<file path="config.mk">
export PLATFORM = sky130hd
export DESIGN_NAME = mem_xbar
export DESIGN_NICKNAME = d
export VERILOG_FILES = /design/src/rtl/mem_xbar.sv
export SDC_FILE = /design/constraint.sdc
export NUM_CORES = 1
export LEC_CHECK = 0
export ABC_CLOCK_PERIOD_IN_PS = 2600
export CAP_MARGIN = 0
export CORE_AREA = 2 2 122 124
export DETAILED_ROUTE_END_ITERATION = 6
export DIE_AREA = 0 0 124 126
export HOLD_SLACK_MARGIN = 0.15
export PLACE_DENSITY_LB_ADDON = 0.2
export SLEW_MARGIN = 0
export SYNTH_ARGS = -nofsm -noshare
export SYNTH_HDL_FRONTEND = slang
export SYNTH_SLANG_ARGS = --single-unit
</file>
<file path="constraint.sdc">
create_clock -name clock -period 2.6 [get_ports clock]
set_clock_uncertainty 0.2 [all_clocks]
set_input_delay 0.78 -clock clock [delete_from_list [all_inputs] [get_ports clock]]
set_output_delay 0.78 -clock clock [all_outputs]
set_load 0.05 [all_outputs]
</file>
<file path="src/rtl/mem_xbar.sv">
// 1-master / NUM_SLV-slave memory interconnect: window decode, base stripping and response routing.
// Optional define BUS_TIMEOUT_EN adds a watchdog that turns a silent slave into an error response.
module mem_xbar #(
  parameter int                    NUM_SLV   = 4,
  parameter logic [NUM_SLV*32-1:0] SLV_BASE  = {NUM_SLV{32'h0}},
  parameter logic [NUM_SLV*32-1:0] SLV_TOP   = {NUM_SLV{32'h0}},
  parameter logic [31:0]           HOST_ADDR = 32'hFFFF_FFFF,
  parameter int                    HOST_SLV  = 0,
  parameter int                    TIMEOUT   = 1024
) (
  input  logic                  clock,
  input  logic                  reset,
  input  logic                  memory_valid,
  input  logic                  memory_instr,
  input  logic [31:0]           memory_addr,
  input  logic [31:0]           memory_wdata,
  input  logic [3:0]            memory_wstrb,
  output logic [31:0]           memory_rdata,
  output logic                  memory_ready,
  output logic                  memory_error,
  output logic [NUM_SLV-1:0]    slv_valid,
  output logic                  slv_instr,
  output logic [31:0]           slv_addr,
  output logic [31:0]           slv_wdata,
  output logic [3:0]            slv_wstrb,
  input  logic [NUM_SLV*32-1:0] slv_rdata,
  input  logic [NUM_SLV-1:0]    slv_ready
);

  localparam int SW = (NUM_SLV > 1) ? $clog2(NUM_SLV) : 1;

  typedef enum logic [1:0] {S_IDLE, S_WAIT, S_ERR} state_t;

  state_t        r_state;
  logic [SW-1:0] r_sel;
`ifdef BUS_TIMEOUT_EN
  localparam int CW = $clog2(TIMEOUT + 1);
  logic [CW-1:0] r_cnt;
`endif

  logic          w_hit;
  logic [SW-1:0] w_idx;
  logic [31:0]   w_base;
  logic          w_rsp_ok;
  logic          w_accept;

  // NOTE: every always_comb output gets a default first, otherwise a path that skips
  // the assignment infers a latch. Descending loop lets the lowest matching index win.
  always_comb begin
    w_hit  = 1'b0;
    w_idx  = '0;
    w_base = '0;
    for (int i = NUM_SLV - 1; i >= 0; i--) begin
      if (memory_addr >= SLV_BASE[32*i +: 32] && memory_addr < SLV_TOP[32*i +: 32]) begin
        w_hit  = 1'b1;
        w_idx  = SW'(i);
        w_base = SLV_BASE[32*i +: 32];
      end
    end
    if (!w_hit && memory_addr == HOST_ADDR) begin
      w_hit  = 1'b1;
      w_idx  = SW'(HOST_SLV);
      w_base = SLV_BASE[32*HOST_SLV +: 32];
    end
  end

  assign w_rsp_ok = (r_state == S_WAIT) && slv_ready[r_sel];
  assign w_accept = memory_valid && (r_state == S_IDLE || w_rsp_ok);

  always_comb begin
    slv_valid = '0;
    if (w_accept && w_hit) slv_valid[w_idx] = 1'b1;
  end

  assign slv_instr = memory_instr;
  assign slv_addr  = memory_addr - w_base;
  assign slv_wdata = memory_wdata;
  assign slv_wstrb = memory_wstrb;

  // Error response comes straight from the registered ERR state; data path is zero unless a slave answers.
  assign memory_ready = w_rsp_ok || (r_state == S_ERR);
  assign memory_error = (r_state == S_ERR);
  assign memory_rdata = w_rsp_ok ? slv_rdata[32*r_sel +: 32] : 32'h0;

  // NOTE: sequential state uses non-blocking assignments so every register samples
  // pre-edge values regardless of statement order.
  always_ff @(posedge clock or posedge reset) begin
    if (reset) begin
      r_state <= S_IDLE;
      r_sel   <= '0;
`ifdef BUS_TIMEOUT_EN
      r_cnt   <= '0;
`endif
    end else if (r_state == S_ERR) begin
      r_state <= S_IDLE;
    end else if (r_state == S_IDLE || w_rsp_ok) begin
      if (!memory_valid) begin
        r_state <= S_IDLE;
      end else if (w_hit) begin
        r_state <= S_WAIT;
        r_sel   <= w_idx;
`ifdef BUS_TIMEOUT_EN
        r_cnt   <= '0;
`endif
      end else begin
        r_state <= S_ERR;
      end
    end else begin
`ifdef BUS_TIMEOUT_EN
      if (r_cnt == CW'(TIMEOUT - 1)) r_state <= S_ERR;
      else                           r_cnt   <= r_cnt + 1'b1;
`else
      r_state <= S_WAIT;
`endif
    end
  end

endmodule

</file>
==> summary.md, run 1 <==
| Metric | Value |
|---|---|
| Seq/Total Area, Yosys | 0.0526 |
| Max clock buf depth | 2 |
| CTS tree | built |
| Hold Vio Cnt, Final | 0 |
| Leak pwr | 1.39 nW |
| Asr flop ratio synth | 1.00 |
| Combinational power share | 0.601 |
| Die area | 15600 um^2 |
| Synthesis-stage register bit count | 2 |
| Status | finished with violations |
| Synth area leader | buf_4 |
| Overall power | 0.000653 W |
| Wire per inst | 11.7 um |
| EDFF count, synth | 0 |
| Peak Freq | 345 MHz |
| Cell variety after synth | 17 |
| I/O Pins | 311 |
| Startpoint types | input pin |
| Initial Util | 0.0664 |
| Power Internal | 0.000448 W |
| CP arrival | 1.92 ns |
| Cells after synthesis | 131 |
| Vias | 1189 |
| Die X | 124 um |
| Overflow after GRT | 0 |
| Flop pwr share | 0.053 |
| Initial antenna violation count | 0 |
| Commonest cells post-synth | 72 x buf_4, 32 x and2_1, 8 x nand4_1 |
| Tmin final | 2.90 ns |
| R2R cell count | 2 |
| Antenna Violating Nets Remaining | 0 |
| Biggest register | r_state |
| Die Ht | 126 um |
| CP required | 1.62 ns |
| Buffers on Ports | 134 |
| Final period util | 1.12 |
| Vias in the first global route | 1295 |
| Min setup slack post-route | -0.302 ns |
| RSZ-0062 raised after global routing | yes |
| Hold buffer count at cts | 0 |
| NumNets Final | 442 |
| PD cells | 204 nW/um^2 |
| Worst hold path class | reg2reg |
| Final setup vio count | 30 |
| Worst-path clk slew | 0.03 ns |
| Row cnt | 44 |
| Clk root buf | clkbuf_16 |
| Post-DP HPWL | 4.12 mm |
| Max FO, Critical Path | 2 |
| Total track usage | 0.0594 |
| DR pass1 iterations | 2 |
| Max-capacitance violation count | 0 |
| Min-Delay Path Depth | 1 |
| Largest net degree at the start of global routing | 9 |
| Critical path class | in2out |
| Core area | 14300 um^2 |
| Post-route setup TNS | -2.42 ns |
| Clock share of power | 0.346 |
| Fill cell count | 1539 |
| Mean number of vias per cell | 2.83 |
| Ys Warns | 0 |
| Sw Ratio | 0.314 |
| H-Tree Depth | 1 |
| Synth top area cells | buf_4 57%, and2_1 21%, dfrtp_1 5.3%, nand4_1 5.3%, o41ai_2 1.7% |
| Number of flip-flops in the largest register | 2 |
| Leading registers by flop count | r_state x2 |
| DRT iter0 DRCs | 17 |
| Clk sinks | 2 |
| Top_reg_cell synth | dfrtp_1 |
| Inserted Clock Buffers | 3 |
| Critical Path End Type | primary output |
| Diodes inserted | 0 |
| Worst-skew pair later-pin latency | 0.22 ns |
| Syn_area_per_cell | 7.26 um^2 |
| Maximum VDD drop | 0.000200 V |
| Layout cells sized above 1 | 0.780 |
| WL final | 4.90 mm |
| Area share of the largest cell type after synthesis | 0.568 |
| Sw power | 0.000205 W |
| Failing checks | setup timing |
| Drt drc | 0 |
| Most frequent cell after synthesis | buf_4 |
| Final Slew Violations | 0 |
| Synth-to-Final Area Change | 236% |
| Layout Utilization | 0.223 |
| GP Congestion | 0.650 |
| First-pass GRT wire length | 7.02 mm |
| Mapped Area | 951 um^2 |
-- cells in the final DEF (no fill, tap or decap) --
cell              n
buf_4            35
nor3_4            1
or2_4             1
a211o_1           1
o21ba_2           1
buf_6            14
nand4_1           8
conb_1            3
inv_1             2
and2_4           32
or4_4             2
nor3b_4           1
clkdlybuf4s15_2   1
dfrtp_1           2
nor2b_1           1
buf_8             2
clkdlybuf4s50_1  34
buf_2            15
o21ai_0           1
inv_4             1
buf_16            2
buf_12           72
clkbuf_16         3
o41ai_2           1
-- what timing repair did --
action                     CTS  global route
pin swaps                   44             8
buffers inserted             5             3
cloned                       4             0
setup endpoints to repair   34            34
gates resized for setup    188             5
-- layer usage --
| metal | GRT usage | up-vias | share of wire |
|---|---|---|---|
| met2 | 0.104 | 114 | 0.48 |
| li1 | - | 555 | - |
| met5 | 0 | - | 0 |
| met1 | 0.0582 | 516 | 0.32 |
| met4 | 0.00727 | 0 | 0.0031 |
| met3 | 0.0430 | 4 | 0.19 |
-- critical path: stages --
cell     delay [ns]
buf_6          0.07
nand4_1        0.10
or4_4          0.57
nor3_4         0.24
buf_12         0.16
-- cell type report --
class / count / area, um^2 / area share
Clock buffer: 3 / 75.1 / 0.0235
Inverter: 3 / 13.8 / 0.00431
Multi-Input combinational cell: 53 / 454 / 0.142
Sequential cell: 2 / 50.0 / 0.0157
Tap cell: 184 / 230 / 0.0720
Timing Repair Buffer: 175 / 2370 / 0.742
-- per-stage QoR --
| stage | std cells | hold slack [ns] | setup slack [ns] | instance area, um^2 |
|---|---|---|---|---|
| after floorplan | 133 | 0.315 | -0.297 | 1020 |
| after global placement | 409 | 0.357 | -0.750 | 2970 |
| after detailed placement | 409 | 0.366 | -0.768 | 2970 |
| after CTS | 421 | 0.393 | -0.321 | 3220 |
| after global routing | 420 | 0.436 | -0.346 | 3200 |
| final | 420 | 0.396 | -0.302 | 3200 |
-- logic make-up (layout without fill, tap and decap cells) --
group / Yosys count / in the layout / share of synthesized area
AO/OA/AOI/OAI: 4 / 4 / 0.0421
buffers and inverters: 78 / 181 / 0.592
flip-flops: 2 / 2 / 0.0526
other: 1 / 3 / 0.00394
AND/OR/NAND/NOR: 46 / 46 / 0.309
-- power by group through the flow --
stage / clock network [W] / logic [W] / registers (W)
floorplan: 0 / 0.000316 / 0.0000340
global placement: 0 / 0.000397 / 0.0000343
detailed placement: 0 / 0.000397 / 0.0000344
CTS: 0.000229 / 0.000392 / 0.0000344
global route: 0.000234 / 0.000407 / 0.0000348
finish: 0.000226 / 0.000392 / 0.0000344
-- worst paths after layout --
path / from / endpoint / slack [ns]
setup / recovery: memory_addr[13] / slv_valid[0] / -0.30
hold / removal: r_state[1] / r_state[0] / 0.40
setup reg to reg: r_state[1] / r_state[1] / 1.31
hold reg to reg: r_state[1] / r_state[0] / 0.40
max in group asynchronous: reset / r_state[1] / 1.57
min in group asynchronous: reset / r_state[0] / 0.52
No activity file was read; power rests on OpenSTA's default activity.
==> run 2, diff against run 1 <==
--- a/config.mk
+++ b/config.mk
@@ -8,10 +8,12 @@
 export ABC_CLOCK_PERIOD_IN_PS = 2600
 export CAP_MARGIN = 0
 export CORE_AREA = 2 2 122 124
+export CTS_BUF_LIST = sky130_fd_sc_hd__clkbuf_4
 export DETAILED_ROUTE_END_ITERATION = 6
 export DIE_AREA = 0 0 124 126
 export HOLD_SLACK_MARGIN = 0.15
 export PLACE_DENSITY_LB_ADDON = 0.2
+export RECOVER_POWER = 25
 export SLEW_MARGIN = 0
 export SYNTH_ARGS = -nofsm -noshare
 export SYNTH_HDL_FRONTEND = slang
==> constraint.sdc (replaced) <==
create_clock -name clock -period 2.6 [get_ports clock]
set_clock_uncertainty 0.2 [all_clocks]
set_input_delay 0.78 -clock clock [delete_from_list [all_inputs] [get_ports clock]]
set_output_delay 0.78 -clock clock [all_outputs]
set_load 0.005 [all_outputs]
==> run 2 against run 1 <==
The run still ends with setup timing left. Wire length shrank 16%. First-iteration DRC count decreased by 59%. Worst hold slack improved by 0.035 ns. Flip-flop and latch count stayed put. Non-clock buffer count down 20. Critical path type unchanged.
==> summary.md, run 2 (synthesized netlist as in run 1, its figures left out) <==
| Metric | Value |
|---|---|
| Mean number of vias per cell | 2.69 (was 2.83) |
| Crit path buffers/inverters | 2 (unchanged) |
| Most common cell after layout, fill and taps aside | clkdlybuf4s50_1 (was buf_12) |
| Peak Freq | 352 MHz (was 345 MHz) |
| Tmin final | 2.84 ns (was 2.90 ns) |
| Maximum VDD drop | 0.0000461 V (was 0.000200 V) |
| Max clock buf depth | 2 (unchanged) |
| Dpl cell area | 2060 um^2 (was 2970 um^2) |
| DRT iter0 DRCs | 7 (was 17) |
| Leading registers by flop count | r_state x2 (unchanged) |
| Biggest register | r_state (unchanged) |
| Critical-path top delay cell | or4_4 (unchanged) |
| Most Crowded Layer GR | met2 (unchanged) |
| PD cells | 126 nW/um^2 (was 204 nW/um^2) |
| Worst-path clk slew | 0.03 ns (about the same) |
| Largest net degree at the start of global routing | 8 (was 9) |
| Min setup slack post-route | -0.237 ns (was -0.302 ns) |
| Number of flip-flops in the largest register | 2 (unchanged) |
| Critical path class | in2out (unchanged) |
| Antenna Violating Nets Remaining | 0 (unchanged) |
| Worst-skew pair later-pin latency | 0.22 ns (about the same) |
| WL final | 4.11 mm (was 4.90 mm) |
| First-pass GRT wire length | 5.75 mm (was 7.02 mm) |
| Total track usage | 0.0480 (was 0.0594) |
| Vias in the first global route | 1163 (was 1295) |
| Slowest stage delay, CP | 0.58 ns (was 0.57 ns) |
| CP arrival | 1.86 ns (was 1.92 ns) |
| CP required | 1.62 ns (about the same) |
| Startpoint types | input pin (unchanged) |
| Vias | 1076 (was 1189) |
| Final setup vio count | 28 (was 30) |
| Clk root buf | clkbuf_4 (was clkbuf_16) |
| Buffers on Ports | 134 (unchanged) |
| Total placed cells including tap cells | 386 (was 409) |
| Die X | 124 um (unchanged) |
| Critical Path, Cell by Cell | buf_6 > nand4_1 > or4_4 > nor3_4 > buf_2 (was buf_6 > nand4_1 > or4_4 > nor3_4 > buf_12) |
| Max-capacitance violation count | 0 (unchanged) |
| Grt met1 use | 0.0418 (was 0.0582) |
| Leak pwr | 0.983 nW (was 1.39 nW) |
| Die area | 15600 um^2 (unchanged) |
| Failing checks | setup timing (unchanged) |
| Drt drc | 0 (unchanged) |
| Clk sinks | 2 (unchanged) |
| Post-route setup TNS | -0.791 ns (was -2.42 ns) |
| Post-DP HPWL | 3.35 mm (was 4.12 mm) |
| Synth-to-Final Area Change | 130% (was 236%) |
| Diodes inserted | 0 (unchanged) |
| Final Slew Violations | 0 (unchanged) |
| NumNets Final | 422 (was 442) |
| Initial antenna violation count | 0 (unchanged) |
| Core area | 14300 um^2 (unchanged) |
| CTS tree | built (unchanged) |
| H-Tree Depth | 1 (unchanged) |
| Critical Path End Type | primary output (unchanged) |
| GP Congestion | 0.602 (was 0.650) |
| Initial Util | 0.0664 (unchanged) |
| Post-route insts no fill | 400 (was 420) |
| Status | finished with violations (unchanged) |
| Inserted Clock Buffers | 3 (unchanged) |
| Overflow after GRT | 0 (unchanged) |
| I/O Pins | 311 (unchanged) |
| Wire per inst | 10.3 um (was 11.7 um) |
| Row cnt | 44 (unchanged) |
| Final period util | 1.09 (was 1.12) |
| GR Util met3 | 0.0267 (was 0.0430) |
| DR pass1 iterations | 3 (was 2) |
| Leading cell types in the layout, fill and taps excluded | 66 x clkdlybuf4s50_1, 46 x buf_6, 30 x buf_2 (was 72 x buf_12, 35 x buf_4, 34 x clkdlybuf4s50_1) |
| Hold Vio Cnt, Final | 0 (unchanged) |
| Final Cell Area | 2190 um^2 (was 3200 um^2) |
| Die Ht | 126 um (unchanged) |
| Layout cells sized above 1 | 0.574 (was 0.780) |
| Hold buffer count at cts | 0 (unchanged) |
| Worst hold path class | reg2reg (unchanged) |
| RSZ-0062 raised after global routing | yes (unchanged) |
| Met2 usage | 0.0895 (was 0.104) |
| CP delay by family, top | simple AND/OR/NAND/NOR gates (unchanged) |
| Max FO, Critical Path | 2 (unchanged) |
-- run 2: through the flow --
step | power, W | utilization | hold slack (ns) | setup slack, ns
floorplan | 0.000133 | - | 0.301 | 0.00134
global placement | 0.000219 | 0.144 | 0.394 | -1.09
detailed placement | 0.000217 | 0.144 | 0.394 | -1.11
CTS | 0.000280 | 0.146 | 0.437 | -0.256
global route | 0.000294 | 0.153 | 0.464 | -0.315
finish | 0.000276 | 0.153 | 0.431 | -0.237
-- run 2: worst reg2reg max path: stages (launching register included) --
cell and delay [ns]:
dfrtp_1 0.39, buf_4 0.16, a211o_1 0.31, o21ba_2 0.25
-- run 2: routing by layer --
| layer | wire length, um | part of all wire |
|---|---|---|
| met5 | 0 | 0 |
| met3 | 819 | 0.20 |
| met4 | 40 | 0.0097 |
| met1 | 1170 | 0.29 |
| met2 | 2070 | 0.50 |
-- run 2: area by class of cell --
cell class | instances | area [um^2]
inverters | 3 | 16.3
fillers | 1632 | 12100
multi-input cells | 53 | 437
flip-flops and latches | 2 | 50.0
well taps | 184 | 230
repair buffers | 155 | 1430
clock buffers | 3 | 22.5
-- run 2: power by group --
group	internal (W)	switching (W)	total, W	leakage (nW)
sequential	0.0000324	0.00000108	0.0000335	0.0265
clock	0.0000509	0.0000174	0.0000683	0.0138
combinational	0.000130	0.0000444	0.000174	0.943
total	0.000213	0.0000629	0.000276	0.983
-- run 2: path summary, 6_finish.rpt --
| kind | from | end | slack (ns) | depth (start not counted) |
|---|---|---|---|---|
| worst max-delay path | memory_addr[30] | slv_valid[0] | -0.24 | 5 |
| worst min-delay path | r_state[1] | r_state[0] | 0.43 | 2 |
| worst max register to register | r_state[1] | r_state[1] | 1.23 | 3 |
| worst min register to register | r_state[1] | r_state[0] | 0.43 | 2 |
| max in group asynchronous | reset | r_state[1] | 1.44 | 2 |
| min in group asynchronous | reset | r_state[0] | 0.65 | 2 |
-- run 2: timing repair --
item | in CTS | in global routing
setup endpoints to repair | 66 | 34
resized for setup | 315 | 34
pin swaps | 40 | 8
buffers inserted | 8 | 3
cloned | 3 | 0
==> run 3, diff against run 2 <==
--- a/config.mk
+++ b/config.mk
@@ -5,12 +5,12 @@
 export SDC_FILE = /design/constraint.sdc
 export NUM_CORES = 1
 export LEC_CHECK = 0
-export ABC_CLOCK_PERIOD_IN_PS = 2600
+export ABC_CLOCK_PERIOD_IN_PS = 2400
 export CAP_MARGIN = 0
-export CORE_AREA = 2 2 122 124
+export CORE_AREA = 2 2 120 122
 export CTS_BUF_LIST = sky130_fd_sc_hd__clkbuf_4
 export DETAILED_ROUTE_END_ITERATION = 6
-export DIE_AREA = 0 0 124 126
+export DIE_AREA = 0 0 122 124
 export HOLD_SLACK_MARGIN = 0.15
 export PLACE_DENSITY_LB_ADDON = 0.2
 export RECOVER_POWER = 25
==> constraint.sdc (replaced) <==
create_clock -name clock -period 2.4 [get_ports clock]
set_clock_uncertainty 0.2 [all_clocks]
set_input_delay 0.72 -clock clock [delete_from_list [all_inputs] [get_ports clock]]
set_output_delay 0.72 -clock clock [all_outputs]
set_load 0.005 [all_outputs]
==> run 3 against run 2 <==
The run still ends with setup timing left. Clock-buffer cell count is the same. Non-clock buffer count shrank 4. Worst hold slack lost 0.032 ns. Total power grew 8.8%. Worst setup slack lost 0.041 ns. Combinational power grew 8%. First-iteration DRC count grew 14%. Cell count shrank 2.0%. Die area shrank 3.2%.
==> summary.md, run 3 (synthesized netlist as in run 1, its figures left out) <==
| Metric | Value |
|---|---|
| Status | finished with violations (unchanged) |
| Failing checks | setup timing (unchanged) |
| Buffers on Ports | 134 (unchanged) |
| CP required | 1.48 ns (was 1.62 ns) |
| GP Congestion | 0.642 (was 0.602) |
| WL final | 4.60 mm (was 4.11 mm) |
| Max clock buf depth | 2 (unchanged) |
| Biggest register | r_state (unchanged) |
| Final Slew Violations | 0 (unchanged) |
| First-pass GRT wire length | 6.28 mm (was 5.75 mm) |
| Fill cell count | 1578 (was 1632) |
| I/O Pins | 311 (unchanged) |
| Max FO, Critical Path | 2 (unchanged) |
| Min-Delay Path Depth | 2 (unchanged) |
| Mean number of vias per cell | 2.78 (was 2.69) |
| Layout cells sized above 1 | 0.608 (was 0.574) |
| Peak Freq | 373 MHz |
| Post-DP HPWL | 3.58 mm (was 3.35 mm) |
| Leading cell types in the layout, fill and taps excluded | 62 x clkdlybuf4s50_1, 46 x buf_6, 32 x and2_4 (was 66 x clkdlybuf4s50_1, 46 x buf_6, 30 x buf_2) |
| Worst hold path class | reg2reg (unchanged) |
| Final period util | 1.12 |
| Area of the multi-input gates | 450 um^2 (was 437 um^2) |
| Most Crowded Layer GR | met2 (unchanged) |
| Antenna Violating Nets Remaining | 0 (unchanged) |
| R2R cell count | 3 (unchanged) |
| DRT iter0 DRCs | 8 (was 7) |
| Leak pwr | 0.980 nW (was 0.983 nW) |
| Max-capacitance violation count | 0 (unchanged) |
| Clk root buf | clkbuf_4 (unchanged) |
| Worst-path clk slew | 0.03 ns (about the same) |
| Most common cell after layout, fill and taps aside | clkdlybuf4s50_1 (unchanged) |
| Worst-skew pair later-pin latency | 0.23 ns (was 0.22 ns) |
| Worst R2R End | r_state[1] (unchanged) |
| Core area | 13700 um^2 (was 14300 um^2) |
| R2r setup slk | 1.10 ns (was 1.23 ns) |
| Startpoint types | input pin (unchanged) |
| Hold Vio Cnt, Final | 0 (unchanged) |
| Maximum VDD drop | 0.000142 V (was 0.0000461 V) |
| Die Ht | 124 um (was 126 um) |
| Leading registers by flop count | r_state x2 (unchanged) |
| Worst Setup SP | memory_addr[8] (was memory_addr[30]) |
| Hold Path End | r_state[0] (unchanged) |
| Initial antenna violation count | 0 (unchanged) |
| Final setup vio count | 34 (was 28) |
| Critical Path, Cell by Cell | buf_6 > nand4_1 > or4_4 > nor3_2 > buf_2 (was buf_6 > nand4_1 > or4_4 > nor3_4 > buf_2) |
| DR pass1 iterations | 4 (was 3) |
| Area occupied by registers | 50.0 um^2 (unchanged) |
| Slowest stage delay, CP | 0.57 ns (was 0.58 ns) |
| Grt met1 use | 0.0596 (was 0.0418) |
| Met2 usage | 0.0918 (was 0.0895) |
| Critical path class | in2out (unchanged) |
| H-Tree Depth | 1 (unchanged) |
| Diodes inserted | 0 (unchanged) |
| Hold WS | 0.398 ns (was 0.431 ns) |
| Critical Path End Type | primary output (unchanged) |
| FF-to-FF Start | r_state[1] (unchanged) |
| Inserted Clock Buffers | 3 (unchanged) |
| Synth-to-Final Area Change | 135% (was 130%) |
| GR Util met3 | 0.0311 (was 0.0267) |
| Hold buffer count at cts | 0 (unchanged) |
| Min setup slack post-route | -0.279 ns (was -0.237 ns) |
| Largest net degree at the start of global routing | 9 (was 8) |
| Wire per inst | 11.7 um (was 10.3 um) |
| Clk sinks | 2 (unchanged) |
| Die area | 15100 um^2 (was 15600 um^2) |
| Number of flip-flops in the largest register | 2 (unchanged) |
| Initial Util | 0.0693 (was 0.0664) |
| Vias | 1090 (was 1076) |
| PD cells | 134 nW/um^2 (was 126 nW/um^2) |
| Critical-path top delay cell | or4_4 (unchanged) |
| RSZ-0062 raised after global routing | yes (unchanged) |
| CTS tree | built (unchanged) |
| Drt drc | 0 (unchanged) |
| Row cnt | 43 (was 44) |
| Tmin final | 2.68 ns |
| Total track usage | 0.0537 (was 0.0480) |
| Final Cell Area | 2240 um^2 (was 2190 um^2) |
| Vias in the first global route | 1118 (was 1163) |
| Place WS | -1.15 ns (was -1.11 ns) |
| Min-delay src | r_state[0] (was r_state[1]) |
| Dpl cell area | 2060 um^2 (about the same) |
| Overflow after GRT | 0 (unchanged) |
| CP arrival | 1.76 ns (was 1.86 ns) |
| NumNets Final | 418 (was 422) |
| Die X | 122 um (was 124 um) |
[run 3: metrics by stage]
step	setup TNS [ns]	std cells	utilization	power, W
after floorplan	-0.0445	133	-	0.000144
after global placement	-39.07	380	0.150	0.000238
after detailed placement	-38.44	380	0.150	0.000238
after CTS	-5.80	396	0.165	0.000308
after global routing	-3.86	392	0.163	0.000326
final	-2.09	392	0.163	0.000300
[run 3: what timing repair did]
action / CTS / global route
gates resized for setup: 319 / 37
setup buffers: 10 / 0
pin swaps: 45 / 9
endpoints found under the setup margin: 68 / 34
cloned: 3 / 0
[run 3: area by class of cell]
| type | instances | share of cell area |
|---|---|---|
| repair buffers | 151 | 0.658 |
| clock buffers | 3 | 0.0101 |
| inverters | 3 | 0.00727 |
| well taps | 180 | 0.101 |
| multi-input cells | 53 | 0.201 |
| flip-flops and latches | 2 | 0.0224 |
[run 3: layer usage]
| layer | up-vias | routed length, um |
|---|---|---|
| li1 | 506 | - |
| met4 | 0 | 0 |
| met5 | - | 0 |
| met2 | 88 | 2280 |
| met1 | 496 | 1630 |
| met3 | 0 | 697 |
[run 3: power breakdown]
| group | switching, W | internal (W) |
|---|---|---|
| sequential | 0.00000125 | 0.0000351 |
| combinational | 0.0000504 | 0.000137 |
| clock | 0.0000208 | 0.0000553 |
[run 3: how the worst max path moves through the flow]
stage / to / slack [ns] / depth (start not counted)
floorplan: slv_valid[0] / -0.04 / 3
detailed placement: slv_valid[0] / -1.15 / 5
global placement: slv_valid[0] / -1.15 / 5
global route: slv_valid[0] / -0.34 / 5
finish: slv_valid[0] / -0.28 / 5
CTS: slv_valid[0] / -0.34 / 5
[run 3: worst max-delay path, delay by kind of cell]
family                 cells  cell delay (ns)
AND/OR/NAND/NOR            3             0.83
buffers and inverters      2             0.21
